**config.mk**
```make
export PLATFORM = sky130hd
export DESIGN_NAME = csa_resolver
export DESIGN_NICKNAME = d
export VERILOG_FILES = /design/src/rtl/fma_pkg.sv /design/src/rtl/csa_chunk_adder.sv /design/src/rtl/csa_resolver.sv
export SDC_FILE = /design/constraint.sdc
export NUM_CORES = 1
export LEC_CHECK = 0
export CORE_MARGIN = 3
export CORE_UTILIZATION = 45
export DETAILED_ROUTE_END_ITERATION = 10
export GPL_TIMING_DRIVEN = 0
export HOLD_SLACK_MARGIN = 0.03
export PLACE_DENSITY = 0.75
export SLEW_MARGIN = 20
export SYNTH_ARGS = -nofsm -noshare
export SYNTH_HDL_FRONTEND = slang
export SYNTH_SLANG_ARGS = --single-unit
export TNS_END_PERCENT = 100
```
**constraint.sdc**
```tcl
create_clock -name clk -period 5.39 [get_ports clk]
set_input_delay 1.3475 -clock clk [delete_from_list [all_inputs] [get_ports clk]]
set_output_delay 1.3475 -clock clk [all_outputs]
set_load 0.03 [all_outputs]
```
**src/rtl/fma_pkg.sv**
```systemverilog
// fma_pkg: shared FMA datapath widths and resolver state encoding
package fma_pkg;
  function automatic int csa_w(input int length);
    return 2 * length + 1;
  endfunction
  function automatic int nch(input int w, input int chunk);
    return (w + chunk - 1) / chunk;
  endfunction
  typedef enum logic [1:0] {
    IDLE = 2'd0,
    RUN  = 2'd1,
    DONE = 2'd2
  } rstate_t;
endpackage

```
**src/rtl/csa_chunk_adder.sv**
```systemverilog
// csa_chunk_adder: one CHUNK-bit slice of the carry-propagate adder
module csa_chunk_adder #(
  parameter int CHUNK = 16
) (
  input  logic [CHUNK-1:0] a,
  input  logic [CHUNK-1:0] b,
  input  logic             cin,
  output logic [CHUNK-1:0] s,
  output logic             cout
);
  assign {cout, s} = {1'b0, a} + {1'b0, b} + {{CHUNK{1'b0}}, cin};
endmodule

```
**src/rtl/csa_resolver.sv**
```systemverilog
// csa_resolver: resolves a carry-save pair into one word, CHUNK bits per cycle
module csa_resolver
  import fma_pkg::*;
#(
  parameter int LENGTH = 32,
  parameter int CHUNK = 16,
  localparam int W = csa_w(LENGTH)
) (
  input  logic         clk,
  input  logic         rst,
  input  logic [W-1:0] sum_in,
  input  logic [W-1:0] carry_in,
  input  logic         in_valid,
  output logic         in_ready,
  output logic [W-1:0] res,
  output logic         res_zero,
  output logic         res_neg,
  output logic         out_valid,
  input  logic         out_ready
);
  localparam int NCH = nch(W, CHUNK);
  localparam int PW = NCH * CHUNK;
  localparam int IW = NCH > 1 ? $clog2(NCH) : 1;
  rstate_t state, state_d;
  logic [PW-1:0] sum_q, car_q;
  logic [IW-1:0] idx;
  logic cy, zacc, last, cout, nz;
  logic [CHUNK-1:0] a, b, s;
  logic [W-1:0] res_d;
  assign last = idx == IW'(NCH - 1);
  assign a = CHUNK'(sum_q >> (int'(idx) * CHUNK));
  assign b = CHUNK'(car_q >> (int'(idx) * CHUNK));
  csa_chunk_adder #(.CHUNK(CHUNK)) u_add (
    .a(a),
    .b(b),
    .cin(cy),
    .s(s),
    .cout(cout)
  );
  // state register
  always_ff @(posedge clk) state <= rst ? IDLE : state_d;
  // next state and handshake outputs
  always_comb begin
    state_d = state;
    state_d = (state == IDLE && in_valid) ? RUN :
              (state == RUN && last) ? DONE :
              (state == DONE && out_ready) ? IDLE : state;
    in_ready = state == IDLE && !rst;
    out_valid = state == DONE;
  end
  // merge the current chunk into the result and test its in-range bits for zero
  always_comb begin
    res_d = res;
    nz = 1'b0;
    for (int i = 0; i < W; i++) if (i / CHUNK == int'(idx)) res_d[i] = s[i % CHUNK];
    for (int j = 0; j < CHUNK; j++) if (int'(idx) * CHUNK + j < W) nz = nz | s[j];
  end
  // operand capture, chunk iteration and flag latching
  always_ff @(posedge clk) begin
    if (rst) begin
      sum_q <= '0;
      car_q <= '0;
      res <= '0;
      res_zero <= 1'b0;
      res_neg <= 1'b0;
      idx <= '0;
      cy <= 1'b0;
      zacc <= 1'b0;
    end else if (state == IDLE && in_valid) begin
      sum_q <= PW'(sum_in);
      car_q <= PW'(carry_in);
      idx <= '0;
      cy <= 1'b0;
      zacc <= 1'b1;
    end else if (state == RUN) begin
      res <= res_d;
      cy <= cout;
      zacc <= zacc & ~nz;
      idx <= last ? '0 : idx + 1'b1;
      if (last) begin
        res_zero <= zacc & ~nz;
        res_neg <= res_d[W-1];
      end
    end
  end
endmodule

```
==> flow_metrics.tcl <==
set metrics [dict create \
    status "completed" \
    cp.arrival_ps 5240 \
    clock_sinks 204 \
    gp_congestion 0.914 \
    remaining_drc_errors 0 \
    die_width_um 147 \
    p_per_area_nw_per_um2 301 \
    drtIter0Drc 576 \
    rr_worst_depth 16 \
    end_kind "register" \
    antenna_found_initial 1 \
    max_slew_margin 0.427 \
    wl_per_cell_um 17.3 \
    cts_buffer_depth 3 \
    report.final.hold_viol_count 0 \
    path_max_fanout 10 \
    htree_levels 1 \
    die_y_um 147 \
    fin_crit_ps 4840 \
    synth_seq_cells 204 \
    fmax_mhz 207 \
    fin_skew_ps 8.58 \
    totalWireLength_um 27600 \
    synth_nets 1252 \
    power_mw 3.61 \
    vias_per_cell 5.36 \
    rsz0062_at_grt "no" \
    cts_hold_buf 0 \
    initial_core_util 0.460 \
    cp_cell_sequence "clkbuf_2 > clkbuf_2 > mux4_2 > nand2_1 > nand2_1 > fa_1 > inv_1 > fa_1 > nor2b_4 > o21a_1 > or3_1 > a2111oi_0 > or4b_1 > nor4_2 > a41oi_1 > a211oi_1" \
    ys_types 58 \
    grt_remaining_overflow 0 \
    drv_cap 0 \
    grt_pass1_wl_um 43000 \
    route.vias.total 8571 \
    insertion_delay_ps 490 \
    min_period_over_period 0.898 \
    cp_slowest_cell "mux4_2" \
    whs_path_depth 2 \
    drt.antenna.violating_nets 0 \
    firstDrtPassIters 5 \
    synth_area_um2 8990 \
    drv_slew 0 \
    fin_setup_tns_ps 0 \
    hpwl_um 21100 \
    io_pins 203 \
    cts_tree "built" \
    finalSetupViolCount 0 \
    yosysSeqAreaShare 0.454 \
    placementRows 51 \
    grt_pass1_vias 8254 \
    critPathRequiredTime_ps 5790 \
    core_area_um2 19500 \
    drive_gt1_frac 0.0600 \
    reg2reg_slack_ps 550 \
    dp_cells 1562 \
    area_growth_pct 33.4 \
    grt_max_degree 15 \
    root_buffer "clkbuf_16" \
    worst_pin_slew_ps 859 \
    fin_cells 1599 \
    clkTransAtPathRegs_ps 60 \
    track_usage 0.246 \
    synth_area_per_cell_um2 8.20 \
    worstSetupPathType "register to register" \
    worstHoldPathType "register to register" \
    synth-edff-count 0 \
    numCtsBuffers 21 \
    io_buffers 201 \
    leakagePower_nw 4.38 \
    peakVddDrop_mv 0.233 \
    syn_inst 1096 \
    slowest_delay_ps 600 \
    die_area_um2 21700 \
    synthArstFlopShare 0 \
    start_kind "register" \
    synth_warnings 0 \
    fin_nets 1476 \
    synth_top_flop_cell "dfxtp_1" \
]
[flip-flops by register name (all words and copies together) (netlist names)]
register  count
cy            1
zacc          1
state         2
res_zero      1
car_q        65
idx           3
sum_q        65
res          65
res_neg       1
[cells by family (layout without fill, tap and decap cells)]
logic type,Yosys count,in the layout,share of synthesized area
AOI/OAI and AO/OA,250,250,0.157
xor gates and xnor gates,12,12,0.0117
adders and majority gates,22,22,0.0323
buffers and inverters,87,324,0.0420
DFF,204,204,0.454
muxes,33,33,0.0785
other,0,1,0
and+or+nand+nor,488,488,0.224
[stage by stage]
stage                     utilization  hold WS [ps]  worst slack, ps  instance area (µm²)
after global routing            0.614           473              246                12000
final                           0.614           454              549                12000
after global placement          0.580           440              139                11300
after CTS                       0.614           452             28.0                12000
after floorplan                     -           432              970                 8990
after detailed placement        0.580           444             59.9                11300
[per-layer routing]
metal,vias to the layer above,part of all wire,track usage
met2,380,0.48,0.415
met3,47,0.087,0.0386
met1,4005,0.41,0.330
met5,-,0,0
li1,4139,-,-
met4,0,0.023,0.0662
[where the power goes]
part	internal, mW	leakage [nW]	switching (mW)
clock	0.807	0.313	0.591
combinational	0.257	2.40	0.333
sequential	1.58	1.67	0.0429
total	2.65	4.38	0.967
[critical path: cells and delay by family, from the launching register on]
family / cells / cell delay (ps)
flops: 1 / 370
buf+inv: 3 / 810
mux: 1 / 600
fa+ha+maj: 2 / 620
simple gates: 6 / 1190
compound gates: 4 / 1130
[cells in the final DEF, fill, tap and decap left out, drive strengths merged, types with 3 or more instances in the layout]
master,count
ha,20
inv,9
xnor2,9
nand2,380
clkdlybuf4s50,201
nand2b,3
a211oi,16
and2,32
buf,7
clkinv,3
dfxtp,204
nor3,9
a2111oi,3
nand3,3
a21oi,202
clkbuf,99
xor2,3
nor2,38
clkinvlp,3
a21o,5
nor4,3
mux2i,3
nor2b,7
mux4,30
o21ai,7
and3,3
[timing repair]
item,in CTS,in global routing
gates resized for setup,0,4
setup buffers,0,0
setup endpoints to repair,0,1
[area by class of cell]
type	instances	area [µm²]
antenna	1	2.50
buffer	77	329
clock buffer	29	586
clock inverter	7	67.6
fill	1738	7530
inverter	10	51.3
multi-input combinational	805	4530
sequential	204	4080
tap	265	332
timing repair buffer	201	2010
[Yosys cell counts (2+ instances only)]
cell	count	share of area
a21oi_1	201	0.11
nand3_1	3	0.0017
nor4_1	2	0.0014
nor3_1	9	0.0050
nand4_1	2	0.0014
nor2_1	38	0.016
inv_1	9	0.0038
a22oi_1	2	0.0017
or2_2	2	0.0014
nand2b_1	3	0.0021
xor2_1	3	0.0029
ha_1	20	0.028
a211oi_1	15	0.013
and2_1	31	0.022
mux2i_1	3	0.0033
nand2_1	380	0.16
buf_1	5	0.0021
and3_1	3	0.0021
mux4_2	30	0.075
o21ai_1	2	0.0011
nor2b_1	6	0.0042
o21ai_0	5	0.0028
buf_4	2	0.0017
clkbuf_1	67	0.028
fa_1	2	0.0045
xnor2_1	9	0.0088
clkbuf_8	3	0.0046
dfxtp_1	204	0.45
a2111oi_0	2	0.0019
a21o_1	4	0.0033
or3_1	2	0.0014
[worst paths after layout]
check	start	end
max reg2reg	idx[0]	zacc
max	idx[0]	zacc
min	car_q[15]	car_q[15]
min reg2reg	car_q[15]	car_q[15]
Power figures use the tool's default switching activity.
